===== config.mk =====
export PLATFORM = sky130hd
export DESIGN_NAME = meas_avg_engine
export DESIGN_NICKNAME = d
export VERILOG_FILES = /design/src/rtl/meas_avg_engine.sv
export SDC_FILE = /design/constraint.sdc
export NUM_CORES = 1
export LEC_CHECK = 0
export ABC_AREA = 1
export CAP_MARGIN = 20
export CORE_UTILIZATION = 50
export DETAILED_ROUTE_END_ITERATION = 16
export PLACE_DENSITY_LB_ADDON = 0.08
export SETUP_SLACK_MARGIN = 0.2
export SYNTH_ARGS = -nofsm -noshare
export SYNTH_HDL_FRONTEND = slang
export SYNTH_SLANG_ARGS = --single-unit

===== constraint.sdc =====
create_clock -name clk -period 5.6 [get_ports clk]
set_input_delay 0.56 -clock clk [delete_from_list [all_inputs] [get_ports clk]]
set_output_delay 0.56 -clock clk [all_outputs]
set_load 0.01 [all_outputs]

===== src/rtl/meas_avg_engine.sv =====
// Multi-channel ADC averaging engine: settle, accumulate 2^AVG_LOG2 samples,
// then hold the averaged result until the consumer takes it.
module meas_avg_engine #(
  parameter int NUM_CH   = 2,
  parameter int ADC_W    = 12,
  parameter int SETTLE_W = 8,
  parameter int AVG_LOG2 = 3
) (
  input  logic                    clk,
  input  logic                    rst,
  input  logic                    start,
  input  logic [SETTLE_W-1:0]     settle_cycles,
  input  logic                    abort,
  input  logic                    adc_valid,
  input  logic [NUM_CH*ADC_W-1:0] adc_data,
  output logic                    busy,
  output logic                    meas_valid,
  input  logic                    meas_ready,
  output logic [NUM_CH*ADC_W-1:0] meas_data,
  output logic [NUM_CH-1:0]       meas_sat,
  output logic [7:0]              meas_seq
);

  localparam int ACC_W = ADC_W + AVG_LOG2;
  localparam int CNT_W = AVG_LOG2 + 1;
  localparam logic [CNT_W-1:0] LAST = CNT_W'((1 << AVG_LOG2) - 1);
  localparam logic [ADC_W-1:0] FULL = '1;

  typedef enum logic [1:0] {
    IDLE,
    SETTLE,
    ACCUM,
    HOLD
  } state_t;

  state_t state;
  state_t state_nxt;

  logic [SETTLE_W-1:0] settle_cnt;
  logic [CNT_W-1:0]    samp_cnt;
  logic [ACC_W-1:0]    acc [NUM_CH];
  logic [ACC_W-1:0]    sum [NUM_CH];
  logic [NUM_CH-1:0]   sat_acc;
  logic [NUM_CH-1:0]   hit;

  logic load;
  logic take;
  logic done;
  logic hs;

  always_comb begin
    hit = '0;
    for (int c = 0; c < NUM_CH; c++) begin
      sum[c] = acc[c] + ACC_W'(adc_data[c*ADC_W +: ADC_W]);
      hit[c] = (adc_data[c*ADC_W +: ADC_W] == FULL);
    end
  end

  // abort outranks every other event on the same edge
  assign hs   = !abort && (state == HOLD) && meas_ready;
  assign load = !abort && start && ((state == IDLE) || hs);
  assign take = !abort && (state == ACCUM) && adc_valid;
  assign done = take && (samp_cnt == LAST);

  always_ff @(posedge clk or posedge rst) begin
    if (rst) state <= IDLE;
    else     state <= state_nxt;
  end

  always_comb begin
    state_nxt = state;
    if (abort) begin
      state_nxt = IDLE;
    end else begin
      unique case (state)
        IDLE: begin
          if (start)
            state_nxt = (settle_cycles != '0) ? SETTLE : ACCUM;
        end
        SETTLE: begin
          if (settle_cnt == SETTLE_W'(1)) state_nxt = ACCUM;
        end
        ACCUM: begin
          if (done) state_nxt = HOLD;
        end
        HOLD: begin
          if (meas_ready) begin
            if (start)
              state_nxt = (settle_cycles != '0) ? SETTLE : ACCUM;
            else
              state_nxt = IDLE;
          end
        end
        default: state_nxt = IDLE;
      endcase
    end
  end

  always_comb begin
    busy       = (state != IDLE);
    meas_valid = (state == HOLD);
  end

  always_ff @(posedge clk or posedge rst) begin
    if (rst) begin
      settle_cnt <= '0;
      samp_cnt   <= '0;
      sat_acc    <= '0;
      for (int c = 0; c < NUM_CH; c++) acc[c] <= '0;
    end else if (load) begin
      settle_cnt <= settle_cycles;
      samp_cnt   <= '0;
      sat_acc    <= '0;
      for (int c = 0; c < NUM_CH; c++) acc[c] <= '0;
    end else if (!abort && state == SETTLE) begin
      settle_cnt <= settle_cnt - SETTLE_W'(1);
    end else if (take) begin
      samp_cnt <= samp_cnt + CNT_W'(1);
      sat_acc  <= sat_acc | hit;
      for (int c = 0; c < NUM_CH; c++) acc[c] <= sum[c];
    end
  end

  // result registers only change on completion, so they persist outside HOLD
  always_ff @(posedge clk or posedge rst) begin
    if (rst) begin
      meas_data <= '0;
      meas_sat  <= '0;
      meas_seq  <= '0;
    end else begin
      if (done) begin
        meas_sat <= sat_acc | hit;
        for (int c = 0; c < NUM_CH; c++)
          meas_data[c*ADC_W +: ADC_W] <= sum[c][ACC_W-1:AVG_LOG2];
      end
      if (hs) meas_seq <= meas_seq + 8'd1;
    end
  end

endmodule


==> results of run 1 <==
==> where the power goes <==
part	switching [mW]	internal, mW	leakage, nW
sequential	0.0970	0.711	1.07
combinational	0.630	0.397	2.21
clock	0.224	0.218	0.0993
total	0.951	1.33	3.37
==> worst register-to-register path: cells and delay by family, from the launching register on <==
family	cells	cell delay, ns
buffers and inverters	2	0.46
and+or+nand+nor	5	1.03
DFF	1	0.43
AOI/OAI and AO/OA	1	0.08
==> metrics by stage <==
step,instances,util
floorplan,729,-
global placement,925,0.605
detailed placement,925,0.605
CTS,941,0.625
global route,942,0.627
finish,942,0.627
==> metal layers <==
metal  routed length (µm)  GRT usage
met5                    0          0
met4                  125     0.0823
met3                  530     0.0296
met2                 5580      0.392
met1                 5900      0.341
==> how the worst min path moves through the flow <==
stage                             end  slack (ns)  cells after the start
after floorplan               acc[17]        0.45                      2
after global placement         acc[4]        0.46                      2
after detailed placement       acc[4]        0.46                      2
final                     meas_seq[0]        0.48                      3
after CTS                      acc[4]        0.48                      2
after global routing      meas_seq[0]        0.49                      3
==> logic make-up after synthesis <==
| kind of cell | Yosys count | share of synthesized area |
|---|---|---|
| AND/OR/NAND/NOR | 438 | 0.358 |
| buffers and inverters | 119 | 0.0938 |
| flip-flops | 80 | 0.390 |
| AO/OA/AOI/OAI | 40 | 0.0448 |
| adder cells (fa/ha/maj) | 30 | 0.0760 |
| XOR/XNOR | 22 | 0.0375 |
==> layout make-up <==
class                           count  area share
Multi-Input combinational cell    530       0.428
Sequential cell                    80       0.323
Timing Repair Buffer               75       0.124
Inverter                          108      0.0657
Tap cell                          133      0.0269
Clock buffer                       11      0.0228
Clock inverter                      5     0.00910
==> placed cells by master, fill, tap and decap left out, drive strengths merged <==
master         Yosys  layout
a21oi             15      15
a22o               3       3
and2               2       2
buf               11       2
bufinv             0       1
clkbuf             0      11
clkdlybuf4s50      0      73
clkinv             2       6
clkinvlp           0       1
dfrtp             80      80
fa                 2       2
ha                28      28
inv              106     105
nand2            306     306
nand3             62      62
nand3b             4       4
nand4             16      16
nor2              41      41
nor3               4       4
o211ai             5       5
o21ai             13      13
o22ai              3       3
o31ai              1       1
or2                3       3
xnor2              6       6
xor2              16      16
==> flip-flops by register name, summed over array words and instances, names as in the netlist <==
name	cells
meas_seq	8
settle_cnt	8
meas_sat	2
samp_cnt	4
state	2
meas_data	24
acc	30
sat_acc	2
==> results.cfg, run 1 <==
[run_status]
status = complete, no violations

[worst_setup_path]
r2r_cells = 8
worstReg2RegStart = state[0]
slowest_delay_ns = 0.52
worstSetupEndpointType = flip-flop
cp_num_buf_inv = 2
cp_max_fo = 27
critPathArrivalTime_ns = 2.54
timing_worst_setup_path_type = in2reg
crit_path_end = meas_data[4]
worst_path_dominant_cell_family = simple AND/OR/NAND/NOR gates
slowest_stage = clkdlybuf4s50_1
worst-r2r-setup-slack_ns = 3.49
reg2reg_to = meas_data[4]
required_ns = 5.83
crit_chain = clkdlybuf4s50_1 > nor2_2 > nand2_2 > nor2_8 > inv_2 > nand2_1 > o21ai_0
worst_setup_path_start_kind = input pin
cp_num_cells = 7
critical_path.startpoint = abort

[die]
start_util = 0.521
rows = 36
core_area_mm2 = 0.00986
die_w_um = 103
design.portCount = 74
die_area_mm2 = 0.0107
die_h_um = 103

[clock_network]
clk_latency_ns = 0.36
clkSlewWorstSetupHoldPaths_ns = 0.09
h-tree-depth = 3
hold_buffers = 0
clockRootBuffer = clkbuf_8
tritoncts = yes
cts.sinks = 80
cts_setup_buffers = 0
cts_max_path_buffers = 2
cts_made_buffers = 9
cts-resized-gates = 0

[pwr]
p_per_area_mw_per_mm2 = 368
worst_ir_drop_vdd_mv = 0.176
power_mw = 2.28
power.leakage_nw = 3.37

[synth]
synthTopCellsByCount = nand2_1, inv_1, dfrtp_1
synthFlopType = dfrtp_1
ys_types = 29
synthArstFlopShare = 1.00
synth_seq_area_share = 0.390
syn_nets = 797
ys_ff_latch = 80
synth_warnings = 0
synth_largest_area_cell = dfrtp_1
synth.most_common_cell = nand2_1
synth_edf_count = 0
netlist_instances = 729
avgSynthCellArea_um2 = 7.04
synth_area_leaders = dfrtp_1, nand2_1, inv_1
synth_top_area_frac = 0.390
syn_area_mm2 = 0.00513

[worst_hold_path]
hp-class = in2async

[sta]
worst_slew_pin_slew_ns = 0.601
hold_slack_ns = 0.481
slew_violations = 0
timing.final.crit_period_ns = 2.32
finClkSkew_ns = 0.0115
setup_viol = 0
final.setup.tns_ns = 0
period_share = 0.413
maxSlewHeadroom = 0.599
rsz0062_at_grt = false
timing.fmax_mhz = 432
hold_viol = 0
layout_setup_ws_ns = 3.28

[routing]
drt_wl_total_mm = 12.1
wire_per_inst_um = 12.9
avgViaCountPerCell = 5.04
ant_nets = 0
dr.pass1.iters = 5
drt-initial-drc-count = 263
dr_total_vias = 4750
post-route-drc-count = 0

[place]
place.gp.congestion = 0.872
placed_cell_area_mm2 = 0.00596
place_ws_ns = 2.94
dp_hpwl_mm = 8.73
io_buffers = 73

[layout]
multi_input_area_mm2 = 0.00265
nFillCells = 890
nets = 872
synthToLayoutAreaGrowth_pct = 20.5
final_layout_size_suffix_gt1_frac = 0.0408
seqCellArea_mm2 = 0.00200
fin_area_mm2 = 0.00619
n_antenna_cell = 0

[global_routing]
grt_pass1_wl_mm = 20.1
grtUsageTotal = 0.244
grt_max_degree = 81
grt_pass1_vias = 4455
antenna_found_initial = 0
grt_overflow_total = 0

[flow_run]
drv_cap = 0
Power figures use the tool's default switching activity.
==> run 2, diff against run 1 <==
==> constraint.sdc (replaced) <==
create_clock -name clk -period 2.24 [get_ports clk]
set_input_delay 0.224 -clock clk [delete_from_list [all_inputs] [get_ports clk]]
set_output_delay 0.224 -clock clk [all_outputs]
set_load 0.01 [all_outputs]
==> results.cfg, run 2 (synthesis gave the netlist of run 1 again) <==
[layout]
n_antenna_cell = 0
reg_top3 = acc: 30 flops, meas_data: 24 flops
synthToLayoutAreaGrowth_pct = 22.2
largest_reg_flops = 30
nets = 880
nFillCells = 890
final_layout_size_suffix_gt1_frac = 0.0490
largest-register = acc
final_common_cell = nand2_1
final_cell_mix = nand2_1, inv_1, dfrtp_1, clkdlybuf4s50_1, nand3_1
fin_area_mm2 = 0.00627

[place]
place.gp.congestion = 0.872
dp_hpwl_mm = 9.15
place_ws_ns = 0.0435
placed_cell_area_mm2 = 0.00608
io_buffers = 73

[global_routing]
antenna_found_initial = 0
grt_max_degree = 81
grt_pass1_vias = 4379
grt_pass1_wl_mm = 19.7
grtUsageTotal = 0.242
grt_overflow_total = 0

[clock_network]
cts-resized-gates = 0
clk_latency_ns = 0.36
h-tree-depth = 3
clkSlewWorstSetupHoldPaths_ns = 0.09
cts_setup_buffers = 0
tritoncts = yes
cts.sinks = 80
cts_made_buffers = 9
hold_buffers = 0
cts_max_path_buffers = 2
clockRootBuffer = clkbuf_8

[run_status]
status = complete, no violations

[routing]
drt-initial-drc-count = 214
avgViaCountPerCell = 5.03
wire_per_inst_um = 12.8
ant_nets = 0
drt_wl_total_mm = 12.2
post-route-drc-count = 0
dr_total_vias = 4783
dr.pass1.iters = 5

[pwr]
power_mw = 5.74
p_per_area_mw_per_mm2 = 915
power.leakage_nw = 3.41
worst_ir_drop_vdd_mv = 0.418

[die]
die_w_um = 103
start_util = 0.521
die_area_mm2 = 0.0107
die_h_um = 103
core_area_mm2 = 0.00986
design.portCount = 74
rows = 36

[sta]
final.setup.tns_ns = 0
finClkSkew_ns = 0.00739
timing.fmax_mhz = 537
slew_violations = 0
worst_slew_pin_slew_ns = 0.443
maxSlewHeadroom = 0.705
hold_viol = 0
layout_setup_ws_ns = 0.378
period_share = 0.831
timing.final.crit_period_ns = 1.86
rsz0062_at_grt = false
setup_viol = 0

[worst_setup_path]
cpMostUsedCell = nand3_1
worstSetupEndpointType = flip-flop
worst_path_dominant_cell_family = simple AND/OR/NAND/NOR gates
crit_chain = ha_1 > inv_1 > fa_1 > inv_1 > nand3_1 > nand3_1 > nand3_1 > nand3_1 > nand2_1 > nand3_1 > nand2_1
required_ns = 2.49
critPathArrivalTime_ns = 2.11
cp_num_buf_inv = 2
timing_worst_setup_path_type = reg2reg
slowest_stage = fa_1
worst_setup_path_start_kind = flip-flop
slowest_delay_ns = 0.40
cp_max_fo = 3

[flow_run]
drv_cap = 0

[worst_hold_path]
hp-class = in2async
==> run 2: per-stage QoR <==
stage	hold WS, ns	utilization	cells
6_report	0.306	0.636	950
5_1_grt	0.348	0.636	950
4_1_cts	0.338	0.636	950
3_5_place_dp	0.464	0.617	934
3_3_place_gp	0.458	0.617	934
2_1_floorplan	0.341	-	729
==> run 2: layout make-up <==
cell class / instances / area (µm²) / area share
Inverter: 108 / 409 / 0.0652
Timing Repair Buffer: 83 / 856 / 0.136
Clock inverter: 5 / 57.6 / 0.00917
Multi-Input combinational cell: 530 / 2650 / 0.423
Tap cell: 133 / 166 / 0.0265
Sequential cell: 80 / 2000 / 0.319
Clock buffer: 11 / 131 / 0.0209
==> run 2: worst register-to-register path: cells and delay by family, from the launching register on <==
kind,cells,cell delay [ns]
flops,1,0.36
fa+ha+maj,2,0.59
buf+inv,2,0.16
simple gates,7,0.64
==> run 2: routing by layer <==
metal,vias to the layer above,wire length (µm),track usage
li1,2436,-,-
met3,13,553,0.0370
met2,103,5820,0.402
met4,0,176,0.0899
met5,-,0,0
met1,2231,5640,0.319
==> run 2: where the power goes <==
part | switching, mW | internal (mW)
Sequential | 0.240 | 1.78
Clock | 0.548 | 0.514
Combinational | 1.61 | 1.05
Total | 2.40 | 3.34
==> run 2: worst paths after layout <==
kind                                  start            end  slack [ns]  cells after the start
setup / recovery                    acc[15]        acc[27]        0.38                     11
hold / removal                          rst    meas_seq[5]        0.31                      3
hold reg to reg                     acc[18]        acc[18]        0.48                      2
min in group clk           settle_cycles[7]  settle_cnt[7]        0.44                      3
setup reg to reg                    acc[15]        acc[27]        0.38                     11
max in group asynchronous               rst  meas_data[22]        1.57                      3
==> run 3, diff against run 2 <==
==> constraint.sdc (replaced) <==
create_clock -name clk -period 1.9 [get_ports clk]
set_input_delay 0.19 -clock clk [delete_from_list [all_inputs] [get_ports clk]]
set_output_delay 0.19 -clock clk [all_outputs]
set_load 0.01 [all_outputs]
==> results.cfg, run 3 (synthesis gave the netlist of run 1 again) <==
[worst_setup_path]
timing_worst_setup_path_type = reg2reg
worstSetupEndpointType = flip-flop
cp_max_fo = 3
required_ns = 2.16
r2r_cells = 10
critPathArrivalTime_ns = 1.96
worst_setup_path_start_kind = flip-flop

[routing]
wire_per_inst_um = 13.8
avgViaCountPerCell = 5.11
drt-met1-wl_mm = 5.75
drt_wl_total_mm = 13.3
post-route-drc-count = 0
dr_wl_met2_mm = 6.72
drt-initial-drc-count = 151
ant_nets = 0
dr_total_vias = 4928
wl_met3_um = 558
highest_layer = met4
dr.pass1.iters = 5

[pwr]
worst_ir_drop_vdd_mv = 0.521
power.leakage_nw = 3.55
p_per_area_mw_per_mm2 = 1100

[die]
die_h_um = 103
core_area_mm2 = 0.00986
die_area_mm2 = 0.0107
start_util = 0.521
design.portCount = 74
die_w_um = 103
rows = 36

[clock_network]
clk_latency_ns = 0.36
hold_buffers = 0
clockRootBuffer = clkbuf_8
clkSlewWorstSetupHoldPaths_ns = 0.09
cts_made_buffers = 9
h-tree-depth = 3
tritoncts = yes
cts.sinks = 80
cts_max_path_buffers = 2

[layout]
final_layout_size_suffix_gt1_frac = 0.143
final_common_cell = nand2_1
finalNonFillerCells = 964
nets = 895
largest_reg_flops = 30
fin_area_mm2 = 0.00676
n_antenna_cell = 0
final_cell_mix = nand2_1, inv_1, dfrtp_1, clkdlybuf4s50_1, nand3_1
largest-register = acc
reg_top3 = acc: 30 flops, meas_data: 24 flops
synthToLayoutAreaGrowth_pct = 31.7

[worst_hold_path]
hp-class = in2async

[sta]
hold_viol = 0
rsz0062_at_grt = true
slew_violations = 0
worst_slew_pin_slew_ns = 0.447
period_share = 0.896
final.setup.tns_ns = 0
timing.fmax_mhz = 587
hold_slack_ns = 0.276
layout_setup_ws_ns = 0.197
setup_viol = 0
finClkSkew_ns = 0.00878
timing.final.crit_period_ns = 1.70
maxSlewHeadroom = 0.702

[global_routing]
grt_max_degree = 81
grtUsageTotal = 0.255
grt_pass1_vias = 4765
grt_pass1_wl_mm = 20.9
grt_overflow_total = 0
antenna_found_initial = 0

[place]
io_buffers = 73
place.gp.congestion = 0.910
placed_cells = 946
dp_hpwl_mm = 9.42
placed_cell_area_mm2 = 0.00615
place_ws_ns = -0.240

[run_status]
status = complete, no violations

[flow_run]
drv_cap = 0
==> run 3: cell count changes in the layout (fill, tap and decap cells not counted), sizes merged <==
cell,change
buf,+15
clkbuf,+2
clkdlybuf4s50,-2
clkinv,-1
clkinvlp,-3
dlygate4sd2,+2
inv,+1
==> run 3: layer usage <==
layer,track usage,vias to the layer above
met3,0.0302,23
met2,0.454,137
met5,0,-
met1,0.316,2303
met4,0.0986,0
li1,-,2465
==> run 3: area by class of cell <==
class,instances,area [µm²]
clock buffers,13,149
repair buffers,98,948
well taps,133,166
inverters,108,414
multi-input cells,530,3040
clock inverters,2,38.8
fillers,831,3100
flip-flops and latches,80,2000
==> run 3: per-stage QoR <==
stage               power [mW]   util
CTS                       6.95  0.648
global route              8.04  0.685
detailed placement        5.61  0.624
global placement          5.51  0.624
floorplan                 4.63      -
finish                    7.45  0.685
==> run 3: final timing paths <==
path | slack [ns] | startpoint | to
setup / recovery | 0.20 | acc[0] | acc[8]
hold / removal | 0.28 | rst | meas_data[6]
setup reg to reg | 0.20 | acc[0] | acc[8]
hold reg to reg | 0.48 | meas_data[6] | meas_data[6]
max in group asynchronous | 1.26 | rst | meas_data[4]
min in group clk | 0.42 | settle_cycles[7] | settle_cnt[7]
==> run 3: power breakdown <==
| part | leakage (nW) | total [mW] | switching [mW] | internal (mW) |
|---|---|---|---|---|
| sequential | 1.07 | 2.46 | 0.359 | 2.10 |
| clock | 0.0941 | 1.28 | 0.637 | 0.644 |
| combinational | 2.38 | 3.71 | 2.10 | 1.61 |
| total | 3.55 | 7.45 | 3.09 | 4.35 |
==> run 3: worst max-delay path, cell delays in order (launching register included) <==
cell and delay, ns:
dfrtp_1 0.37, ha_2 0.19, inv_2 0.04, fa_2 0.34
inv_2 0.07, nand3_2 0.06, nand2_2 0.11, a21oi_2 0.07
or2_4 0.24, nand3_2 0.06, nand2_1 0.05
==> run 3: repair_timing <==
item,4_1_cts,5_1_grt
endpoints found under the setup margin,16,57
buffers inserted,1,2
gates resized for setup,16,65
pin swaps,2,9
==> edit 1, RTL diff (flow settings as in run 2) <==
The parameter `AVG_LOG2` goes from 3 to 2.
--- a/src/rtl/meas_avg_engine.sv
+++ b/src/rtl/meas_avg_engine.sv
@@ -4,7 +4,7 @@
   parameter int NUM_CH   = 2,
   parameter int ADC_W    = 12,
   parameter int SETTLE_W = 8,
-  parameter int AVG_LOG2 = 3
+  parameter int AVG_LOG2 = 2
 ) (
   input  logic                    clk,
   input  logic                    rst,
Check against the original RTL: not equivalent (Yosys sat finds a counterexample within 10 cycles, from zero or initial values and one cycle with rst high).
==> edit 1 against run 2 <==
- global-route usage grew 0.25 points
- worst setup slack lost 0.038 ns
- wire length shrank 6.8%
- non-clock buffer count grew 1
- critical path depth shrank 2
- total power grew 6.6%
- cell area shrank 3.9%
- synthesized area shrank 5.2%
- sequential cell count shrank 3
- utilization grew 1.0 points
- maximum frequency shrank 2.0%
- hold slack gained 0.0025 ns
- critical path type unchanged
- largest power group unchanged
==> edit 1: results (changes against run 2) <==
Outcome
  • Status: finished clean

Synthesis
  • FFs w/ async S/R, synth: 100.0% (unchanged)
  • Sequential area share after synthesis: 39.59% (+0.60 points)
  • Commonest cells post-synth: 261 x nand2_1, 83 x inv_1, 77 x dfrtp_1, 60 x nand3_1, 38 x nor2_1
  • Synth cell types: 31 (+6.9%)
  • Area contributors post-synth: dfrtp_1 40%, nand2_1 20%, ha_1 7.5%, inv_1 6.4%, nand3_1 6.2%
  • Post-Synthesis Net Count: 735 (-7.8%)
  • Yosys warning total: 0 (unchanged)

Power
  • P_leak: 3.258 nW (-4.5%)
  • Power in sequential cells: 0.00207 W (+2%)
  • Combinational gate power: 0.00291 W (+9.4%)
  • Internal: 0.003640 W (+9.0%)
  • Worst VDD drop: 0.5390 mV (+29%)

Layout
  • Layout cells sized above 1: 5.960% (+1.1 points)
  • Final nets: 820 (-6.8%)
  • Fillcell total: 862 (-3.1%)
  • Biggest register: acc
  • Ant diodes: 0 (unchanged)
  • Top flop regs: acc x28, meas_data x24

Clock tree
  • Clock Tree Root: clkbuf_8
  • Post_cts resized: 0 (unchanged)
  • Clock-pin slew on the worst setup and hold paths: 0.08 ns
  • Skew-Pair Late Insertion Delay: 0.34 ns (-0.02 ns)
  • H-tree depth: 3 (unchanged)
  • Post CTS Setup Buffer Count: 0 (unchanged)
  • Clock tree buffer depth: 2 (unchanged)
  • Num CTS Buffers: 9 (unchanged)

STA
  • Least-Margin Pin Slew: 0.6380 ns (+0.1955 ns)
  • Clock skew: 0.006927 ns (-0.0004639 ns)

Place
  • Dpl hpwl: 8.645 mm (-5.5%)
  • GP Congestion: 0.9512 (+9.0%)
  • I/O Buffers: 73 (unchanged)

Min path
  • Hold crit path type: input port to asynchronous set/reset pin

Critical path
  • CP Capture Point: acc[6]$_DFFE_PP0P_
  • Reg2Reg Setup Slack: 0.34 ns (-0.04 ns)
  • Worst Path Arrival: 2.13 ns (+0.02 ns)
  • Delay-heaviest family, CP: simple AND/OR/NAND/NOR gates
  • CP startpoint: acc[0]$_DFFE_PP0P_
  • Max incr delay on CP: 0.39 ns
  • Critical-path top delay cell: dfrtp_1
  • Crit path max fanout: 4 (+1)
  • Register-to-Register Path Depth: 9 (-2)

Global routing
  • GRT Total Usage: 24.43% (+0.25 points)
  • First-pass GRT wire length: 19.48 mm (-1.4%)
  • Antenna violations before repair: 0 (unchanged)
  • Number of global-route vias before repair: 4301 (-1.8%)
  • Largest net degree at the start of global routing: 29 (-64%)

Drt
  • Vias per inst: 5.055 (+0.41%)
  • Initial DRC count: 201 (-6.1%)
  • Router iterations before antenna repair: 5 (unchanged)
  • WL final: 11.36 mm (-6.8%)
==> edit 1: logic make-up (layout without fill, tap and decap cells) <==
| family | count (synthesis) | after routing | share of synthesized area [%] |
|---|---|---|---|
| adders and majority gates | 31 | 31 | 8.278 |
| xor gates and xnor gates | 21 | 21 | 3.779 |
| and+or+nand+nor | 391 | 391 | 33.98 |
| buffers and inverters | 99 | 188 | 8.483 |
| DFF | 77 | 77 | 39.59 |
| AOI/OAI and AO/OA | 47 | 47 | 5.887 |
==> edit 1: metal layers <==
metal / share of wire, % / track usage, % / up-vias
met2: 44 / 39.67 / 111
met3: 5.1 / 3.745 / 16
met4: 1.3 / 7.692 / 0
met5: 0 / 0 / -
met1: 49 / 33.68 / 2054
li1: - / - / 2288
==> edit 1: worst reg2reg max path, cell delays in order, from the launching register on <==
cell and delay, ns:
dfrtp_1 0.39, ha_1 0.22, fa_1 0.39, nand3_1 0.13, nand3_2 0.12, nand2_1 0.08
nand2_1 0.06, or2_2 0.28, nand3_1 0.07, nand2_1 0.05
==> edit 1: layout make-up <==
type | instances | share of cell area (%)
Clock buffer | 11 | 2.346
Sequential cell | 77 | 31.97
Clock inverter | 4 | 1.204
Multi-Input combinational cell | 490 | 42.02
Timing Repair Buffer | 84 | 14.12
Inverter | 89 | 5.667
Tap cell | 129 | 2.678
==> edit 1: metrics by stage <==
step / cells / setup WS, ns / power (W) / hold slack, ns / cell area [µm²]
after floorplan: 666 / 0.4151 / 0.004114 / 0.3569 / 4871
after global placement: 869 / 0.05323 / 0.004880 / 0.4624 / 5808
after detailed placement: 869 / 0.02711 / 0.004955 / 0.4655 / 5808
after CTS: 884 / 0.3147 / 0.006128 / 0.3199 / 6022
after global routing: 884 / 0.2257 / 0.006655 / 0.3398 / 6027
final: 884 / 0.3402 / 0.006118 / 0.3089 / 6027
==> edit 2, RTL diff (config.mk and constraints of run 2) <==
Made on the original files. Reset style: synchronous (`rst`), changed in 3 clocked blocks.
--- a/src/rtl/meas_avg_engine.sv
+++ b/src/rtl/meas_avg_engine.sv
@@ -62,7 +62,7 @@
   assign take = !abort && (state == ACCUM) && adc_valid;
   assign done = take && (samp_cnt == LAST);
 
-  always_ff @(posedge clk or posedge rst) begin
+  always_ff @(posedge clk) begin
     if (rst) state <= IDLE;
     else     state <= state_nxt;
   end
@@ -101,7 +101,7 @@
     meas_valid = (state == HOLD);
   end
 
-  always_ff @(posedge clk or posedge rst) begin
+  always_ff @(posedge clk) begin
     if (rst) begin
       settle_cnt <= '0;
       samp_cnt   <= '0;
@@ -122,7 +122,7 @@
   end
 
   // result registers only change on completion, so they persist outside HOLD
-  always_ff @(posedge clk or posedge rst) begin
+  always_ff @(posedge clk) begin
     if (rst) begin
       meas_data <= '0;
       meas_sat  <= '0;
Check against the original RTL: differs if rst is asserted again (counterexample within 4 cycles, from zero or initial values and one cycle with rst high); with rst held inactive, the same outputs for 10 cycles.
==> edit 2 against run 2 <==
- first-iteration DRC count down 16%
- wire length down 0.60%
- sequential cell count unchanged
- worst setup slack worse by 0.036 ns
- cell area up 0.28%
- die area up 0.26%
- critical path depth down 3
- synthesized area up 0.27%
- maximum frequency down 1.9%
Power is not compared: it rests on default switching activity, and its combinational part moved more than twofold at a synthesized area within 25%.
==> edit 2: results (changes against run 2) <==
Outcome
  • Status: finished clean

Layout
  • Layout cells sized above 1: 6.031% (+1.1 points)
  • Fillcell total: 874 (-1.8%)
  • Final nets: 892 (+1.4%)

Critical path
  • CP startpoint: acc[0][15]$_SDFFCE_PN0P_
  • Worst Path Arrival: 2.01 ns (-0.10 ns)
  • CP Capture Point: acc[0][23]$_SDFFCE_PN0P_

Global routing
  • First-pass GRT wire length: 19.74 mm (about the same)
  • GRT Total Usage: 23.70% (-0.48 points)
  • Number of global-route vias before repair: 4468 (+2.0%)
  • GR Layer Usage met3: 3.965% (+0.27 points)
  • Grt met2 use: 40.70% (+0.46 points)
  • GRT met1 Usage: 29.71% (-2.2 points)
  • Largest net degree at the start of global routing: 32 (-60%)

Synthesis
  • Synth cell types: 37 (+28%)
  • Post-Synthesis Net Count: 812 (+1.9%)
  • Number of synthesized flops with an enable pin: 30 (+30)
  • Commonest cells post-synth: 193 x nand2_1, 136 x inv_1, 103 x nor2_1, 50 x dfxtp_1, 47 x nand3_1
  • Sequential area share after synthesis: 36.94% (-2.0 points)
  • FFs w/ async S/R, synth: 0% (-100 points)

Place
  • Dpl hpwl: 9.233 mm (+0.92%)

Min path
  • Hold crit path type: flip-flop to flip-flop

Clock tree
  • Clock-pin slew on the worst setup and hold paths: 0.07 ns (-0.02 ns)

Drt
  • Met2 routed WL: 5.745 mm (-1.3%)
  • Initial DRC count: 180 (-16%)
  • Met3 routed WL: 631 µm (+14%)
  • WL met1: 5.540 mm (-1.8%)

STA
  • Clock skew: 0.01406 ns (+0.006666 ns)
  • Relative slew slack: 61.01% (-9.5 points)
-- edit 2: area by class of cell --
cell class	instances	share of cell area, %
clock buffers	14	2.765
clock inverters	2	0.9547
inverters	143	8.572
multi-input cells	510	41.79
flip-flops and latches	80	30.23
well taps	133	2.645
repair buffers	80	13.05
-- edit 2: through the flow --
| stage | util [%] | instances | hold slack (ns) | area (µm²) | setup slack (ns) |
|---|---|---|---|---|---|
| after floorplan | - | 744 | 0.3860 | 5149 | 0.2520 |
| final | 63.77 | 962 | 0.4636 | 6291 | 0.3427 |
| after CTS | 63.72 | 962 | 0.4692 | 6286 | 0.2838 |
| after global routing | 63.77 | 962 | 0.5010 | 6291 | 0.2203 |
| after detailed placement | 61.35 | 946 | 0.4573 | 6052 | -0.01294 |
| after global placement | 61.35 | 946 | 0.4475 | 6052 | 0.03331 |
-- edit 2: worst min-delay path by stage --
| stage | endpoint | slack, ns | cells after the start |
|---|---|---|---|
| after CTS | samp_cnt[3]$_SDFFE_PP0N_ | 0.47 | 2 |
| after global routing | samp_cnt[3]$_SDFFE_PP0N_ | 0.50 | 2 |
| after detailed placement | samp_cnt[3]$_SDFFE_PP0N_ | 0.46 | 2 |
| after global placement | samp_cnt[3]$_SDFFE_PP0N_ | 0.45 | 2 |
| final | samp_cnt[3]$_SDFFE_PP0N_ | 0.46 | 2 |
| after floorplan | state[0]$_SDFFE_PP0P_ | 0.39 | 3 |
-- edit 2: cells by family (layout without fill, tap and decap cells) --
group	count (synthesis)	after routing	synth area share, %
buf+inv	154	239	12.10
xor+xnor	15	15	2.552
simple gates	386	386	32.81
flops	80	80	36.94
compound gates	79	79	8.019
fa+ha+maj	30	30	7.582
